**src/rtl/app_ddr_pkg.sv**
```systemverilog
// Shared constants, command codes and FSM state type for the DDR3 frame address controllers.
package app_ddr_pkg;

  localparam logic [2:0] CMD_WR = 3'b000;
  localparam logic [2:0] CMD_RD = 3'b001;

  typedef enum logic [1:0] {IDLE, CHECK, ISSUE} rd_state_e;

  // Frame size in controller address units (4 bytes per address unit).
  function automatic int unsigned total_frame_offset(input int unsigned iw,
                                                     input int unsigned ih,
                                                     input int unsigned pix_wd);
    return (iw * ih * pix_wd) / 4;
  endfunction

  // One 256-bit beat spans 8 address units.
  function automatic int unsigned burst_offset(input int unsigned burst_len);
    return burst_len * 8;
  endfunction

  function automatic logic [27:0] last_addr(input logic [27:0] base,
                                            input int unsigned total,
                                            input int unsigned burst);
    return base + 28'(total) - 28'(burst);
  endfunction

endpackage

```
**src/rtl/app_rd_credit.sv**
```systemverilog
// Read-data FIFO credit counter: reserves a burst of beats per command, releases one per pop.
module app_rd_credit #(
  parameter int unsigned Depth = 512,
  parameter int unsigned Burst = 64
) (
  input  logic clk,
  input  logic rst_n,
  input  logic add,
  input  logic sub,
  output logic space_ok
);

  localparam int unsigned CW = $clog2(Depth) + 1;
  localparam logic [CW-1:0] Inc   = CW'(Burst);
  localparam logic [CW-1:0] Limit = CW'(Depth - Burst);

  logic [CW-1:0] credit_q;

  always_ff @(posedge clk or negedge rst_n) begin
    if (!rst_n) begin
      credit_q <= '0;
    end else begin
      credit_q <= credit_q + (add ? Inc : '0) - (sub ? CW'(1) : '0);
    end
  end

  assign space_ok = (credit_q <= Limit);

endmodule

```
**src/rtl/app_rd_addr_ctrl.sv**
```systemverilog
// Frame read address controller: credit-metered read bursts over one frame, plus the
// read-data FIFO drain to the downstream consumer.
module app_rd_addr_ctrl
  import app_ddr_pkg::*;
#(
  parameter logic [27:0] rd_base_addr    = 28'h0,
  parameter int unsigned rd_burst_length = 64,
  parameter int unsigned IW              = 1024,
  parameter int unsigned IH              = 768,
  parameter int unsigned Pixel_wd        = 2,
  parameter int unsigned FIFO_DEPTH      = 512
) (
  input  logic         I_clk,
  input  logic         I_Rst_n,
  input  logic         I_rd_en,
  input  logic         I_frame_sync,
  input  logic         rd_cmd_full,
  output logic         rd_cmd_wren,
  output logic [2:0]   rd_cmd_rdcmd,
  output logic [7:0]   rd_cmd_rdbl,
  output logic [27:0]  rd_cmd_rdaddr,
  input  logic         rd_fifo_empty,
  input  logic [255:0] rd_fifo_rdata,
  output logic         rd_fifo_rden,
  input  logic         Post_req,
  output logic [255:0] Post_rdata,
  output logic         Post_rvalid,
  output logic         O_frame_done
);

  localparam int unsigned TotalOff  = total_frame_offset(IW, IH, Pixel_wd);
  localparam int unsigned BurstOff  = burst_offset(rd_burst_length);
  localparam logic [27:0] BurstStep = 28'(BurstOff);
  localparam logic [27:0] LastAddr  = last_addr(rd_base_addr, TotalOff, BurstOff);

  if ((TotalOff % BurstOff) != 0) begin : g_frame_chk
    $error("frame size is not a whole number of read bursts");
  end
  if (FIFO_DEPTH < rd_burst_length) begin : g_depth_chk
    $error("read-data FIFO cannot hold one burst");
  end

  rd_state_e state_q;
  logic      sync_pend_q;
  logic      space_ok;

  assign rd_cmd_rdcmd = CMD_RD;
  assign rd_cmd_rdbl  = 8'(rd_burst_length);
  assign rd_fifo_rden = Post_req & ~rd_fifo_empty;

  app_rd_credit #(
    .Depth (FIFO_DEPTH),
    .Burst (rd_burst_length)
  ) u_credit (
    .clk      (I_clk),
    .rst_n    (I_Rst_n),
    .add      (rd_cmd_wren),
    .sub      (rd_fifo_rden),
    .space_ok (space_ok)
  );

  always_ff @(posedge I_clk or negedge I_Rst_n) begin
    if (!I_Rst_n) begin
      state_q       <= IDLE;
      rd_cmd_wren   <= 1'b0;
      rd_cmd_rdaddr <= rd_base_addr;
      sync_pend_q   <= 1'b0;
      O_frame_done  <= 1'b0;
    end else begin
      rd_cmd_wren  <= 1'b0;
      O_frame_done <= 1'b0;
      if (I_frame_sync) sync_pend_q <= 1'b1;
      case (state_q)
        IDLE: begin
          if (I_rd_en) state_q <= CHECK;
        end
        CHECK: begin
          if (!I_rd_en) begin
            state_q <= IDLE;
          end else if (space_ok && !rd_cmd_full) begin
            state_q     <= ISSUE;
            rd_cmd_wren <= 1'b1;
          end
        end
        ISSUE: begin
          state_q <= CHECK;
          if (rd_cmd_rdaddr == LastAddr) O_frame_done <= 1'b1;
          // A pending sync overrides the walk; a sync arriving now stays pending.
          if (sync_pend_q) begin
            rd_cmd_rdaddr <= rd_base_addr;
            sync_pend_q   <= I_frame_sync;
          end else if (rd_cmd_rdaddr == LastAddr) begin
            rd_cmd_rdaddr <= rd_base_addr;
          end else begin
            rd_cmd_rdaddr <= rd_cmd_rdaddr + BurstStep;
          end
        end
        default: state_q <= IDLE;
      endcase
    end
  end

  always_ff @(posedge I_clk or negedge I_Rst_n) begin
    if (!I_Rst_n) begin
      Post_rvalid <= 1'b0;
      Post_rdata  <= '0;
    end else begin
      Post_rvalid <= rd_fifo_rden;
      if (Post_rvalid) Post_rdata <= rd_fifo_rdata;
    end
  end

endmodule

```
**config.mk**
```make
export PLATFORM = sky130hd
export DESIGN_NAME = app_rd_addr_ctrl
export DESIGN_NICKNAME = d
export VERILOG_FILES = /design/src/rtl/app_ddr_pkg.sv /design/src/rtl/app_rd_credit.sv /design/src/rtl/app_rd_addr_ctrl.sv
export SDC_FILE = /design/constraint.sdc
export NUM_CORES = 1
export LEC_CHECK = 0
export BUFFER_PORTS_ARGS = -buffer_cell sky130_fd_sc_hd__buf_4
export CAP_MARGIN = 20
export CORE_AREA = 2 2 217 219
export DETAILED_ROUTE_END_ITERATION = 6
export DIE_AREA = 0 0 219 221
export PLACE_DENSITY = 0.56
export SETUP_SLACK_MARGIN = 0.5
export SYNTH_ARGS = -nofsm -noshare
export SYNTH_HDL_FRONTEND = slang
export SYNTH_SLANG_ARGS = --single-unit
export TNS_END_PERCENT = 20
```
**constraint.sdc**
```tcl
create_clock -name I_clk -period 3 [get_ports I_clk]
set_clock_uncertainty 0.2 [all_clocks]
set_input_delay 0.6 -clock I_clk [delete_from_list [all_inputs] [get_ports I_clk]]
set_output_delay 0.6 -clock I_clk [all_outputs]
set_load 0.02 [all_outputs]
```
==> impl_metrics.json <==
{
  "whs_path_depth": 2,
  "grt_pass1_wl_mm": 51.6,
  "ios": 562,
  "hp-class": "input port to flip-flop",
  "synth_edf_count": 0,
  "rows": 79,
  "htree_levels": 2,
  "setup_violations": 0,
  "final_util_pct": 38.3,
  "final_common_cell": "buf_4",
  "diodes": 0,
  "wirelength_mm": 34.4,
  "synthMuxAreaShare_pct": 24.9,
  "yosysTopAreaCell": "dfrtp_1",
  "internal-power_w": 0.00888,
  "root_buffer": "clkbuf_16",
  "tightest_slew_ps": 532,
  "power.density_nw_per_um2": 712,
  "place.gp.congestion": 0.798,
  "vias_per_cell": 4.16,
  "relSlewSlack_pct": 64.5,
  "fin_crit_ps": 2380,
  "p_comb_share_pct": 26.9,
  "place_ws_ps": 406,
  "core-area_um2": 46100,
  "pwr-share-seq_pct": 38.7,
  "yosysSeqAreaShare_pct": 63.0,
  "grtUsageTotal_pct": 13.8,
  "clkSlewWorstSetupHoldPaths_ps": 60,
  "worst_slack_ps": 622,
  "end_kind": "primary output",
  "clk_latency_ps": 530,
  "die_h_um": 221,
  "area_growth_pct": 52.7,
  "grt_overflow": 0,
  "reg2reg_slack_ps": 720,
  "finalCritPeriodShare_pct": 79.3,
  "ant_nets": 0,
  "slew_violations": 0,
  "synth-simple-area-share_pct": 3.70,
  "r2r_cells": 5,
  "portBuffers": 541,
  "drc": 0,
  "crit_type": "flip-flop to primary output",
  "synth_top_family_by_area": "multiplexers",
  "synthArstFlopShare_pct": 100,
  "swShare_pct": 29.3,
  "die_x_um": 219,
  "wl_per_cell_um": 17.5,
  "ys_warn_count": 0,
  "cts_buffers": 35,
  "start_util_pct": 25.1,
  "p_leak_nw": 8.27,
  "status": "finished, final reports clean",
  "synthCells": 775,
  "synth.distinct_cells": 45,
  "fin_cells": 1972,
  "syn_avg_cell_area_um2": 14.9,
  "netlist_area_um2": 11600,
  "antenna_found_initial": 1,
  "p_clk_share_pct": 34.3,
  "cts_tree": "yes",
  "synth_area_leaders": "dfrtp_1 63%, mux2_2 25%, ha_1 1.5%",
  "grt_max_degree": 85,
  "grt_setup_unrepaired": "false",
  "switchingPower_w": 0.00369,
  "drv_cap": 0,
  "vias": 8208,
  "drive_gt1_share_pct": 65.0,
  "first_pass_iters": 6,
  "start_kind": "flip-flop",
  "synth_ff_type": "dfrtp_1",
  "max_clock_freq_mhz": 421,
  "synth-compound-area-share_pct": 2.68,
  "layout_common_cells": "549 x buf_4, 290 x dfrtp_1, 256 x mux2_2",
  "setup_tns_ps": 0,
  "hold_violations": 0,
  "vdd_drop_max_uv": 397,
  "yosys.area_share.adder_pct": 1.69,
  "clock-sinks": 291,
  "hpwl_mm": 26.3,
  "crit_fanout": 25,
  "dp_cells": 1907,
  "yosys_register_bits": 291,
  "synth_top_cell_area_share_pct": 63.0,
  "cp.required_ps": 2200,
  "drtIter0Drc": 343,
  "worstPathArrival_ps": 1580,
  "nNetsFinal": 1618,
  "die_area_um2": 48400,
  "grt_pass1_vias": 8793,
  "clockBufferDepth": 3,
  "synth_xor_area_share_pct": 0.682
}
-- Yosys cell counts (2+ instances only) --
cell type    n
nor2b_1      2
dfrtp_1    291
or2_2        2
ha_1        14
o21ai_0     12
or3_2        5
nand4_1      4
nand2_1     14
nor3_1       7
a21oi_1     18
nor2_1      10
xor2_1       3
or4b_4       2
clkbuf_1    28
nand3b_1     2
buf_1        3
conb_1       2
nor4_1       3
o22ai_1      3
a21o_1       6
o2bb2ai_1    2
nand2b_1     3
buf_4       20
nand3_1     10
mux2_2     256
xnor2_1      6
inv_1       26
and3_1       4
-- cells by family (layout without fill, tap and decap cells) --
logic type,Yosys count,count (layout)
fa+ha+maj,15,15
mux,256,256
other cells,2,20
simple gates,74,74
compound gates,50,50
buf+inv,78,650
flops,291,291
xor+xnor,9,9
-- stage by stage --
step	total power, W	area, um2	hold WS, ps
after global routing	0.0133	17600	53.5
after floorplan	0.00680	11600	104
after CTS	0.0128	17600	36.4
final	0.0126	17600	66.2
after global placement	0.00833	16400	282
after detailed placement	0.00839	16400	289
-- cell type report --
type	count	area, um2
Clock buffer	54	1050
Multi-Input combinational cell	424	3990
Tap cell	607	759
Inverter	26	97.6
Timing Repair Buffer	562	4350
Clock inverter	8	120
Fill cell	4470	28400
Sequential cell	291	7290
-- worst max-delay path: stages (launching register included) --
cell	delay, ps
dfrtp_4	670
buf_4	230
buf_4	150
-- state kept, by name, summed over array words and instances, names as in the netlist --
name	cells
rd_cmd_wren	1
u_credit.credit_q	10
state_q	2
rd_cmd_rdaddr	19
Post_rdata	256
sync_pend_q	1
O_frame_done	1
Post_rvalid	1
-- power by group through the flow --
stage / clock, W / sequential (W) / combinational [W]
2_1_floorplan: 0 / 0.00554 / 0.00126
3_3_place_gp: 0 / 0.00492 / 0.00341
3_5_place_dp: 0 / 0.00494 / 0.00344
4_1_cts: 0.00449 / 0.00488 / 0.00345
5_1_grt: 0.00466 / 0.00495 / 0.00366
6_report: 0.00431 / 0.00487 / 0.00338
-- what timing repair did --
item	in CTS	in global routing
hold buffers	3	0
gates resized for setup	0	1
setup buffers	0	0
hold endpoints to repair	52	0
setup endpoints to repair	0	1
-- routing by layer --
metal | share of wire, % | global-route usage, %
met3 | 10 | 5.66
met4 | 2.5 | 4.27
met1 | 37 | 14.9
met2 | 51 | 24.4
met5 | 0.038 | 0
-- final timing paths --
kind / start / endpoint
worst min register to register: state_q[0] / state_q[0]
worst min-delay path: I_frame_sync / sync_pend_q
worst max-delay path: Post_rvalid / Post_rvalid
min in group asynchronous: I_Rst_n / Post_rdata[79]
worst max register to register: rd_cmd_rdaddr[17] / rd_cmd_rdaddr[19]
max in group asynchronous: I_Rst_n / Post_rdata[217]
Power figures use the tool's default switching activity.
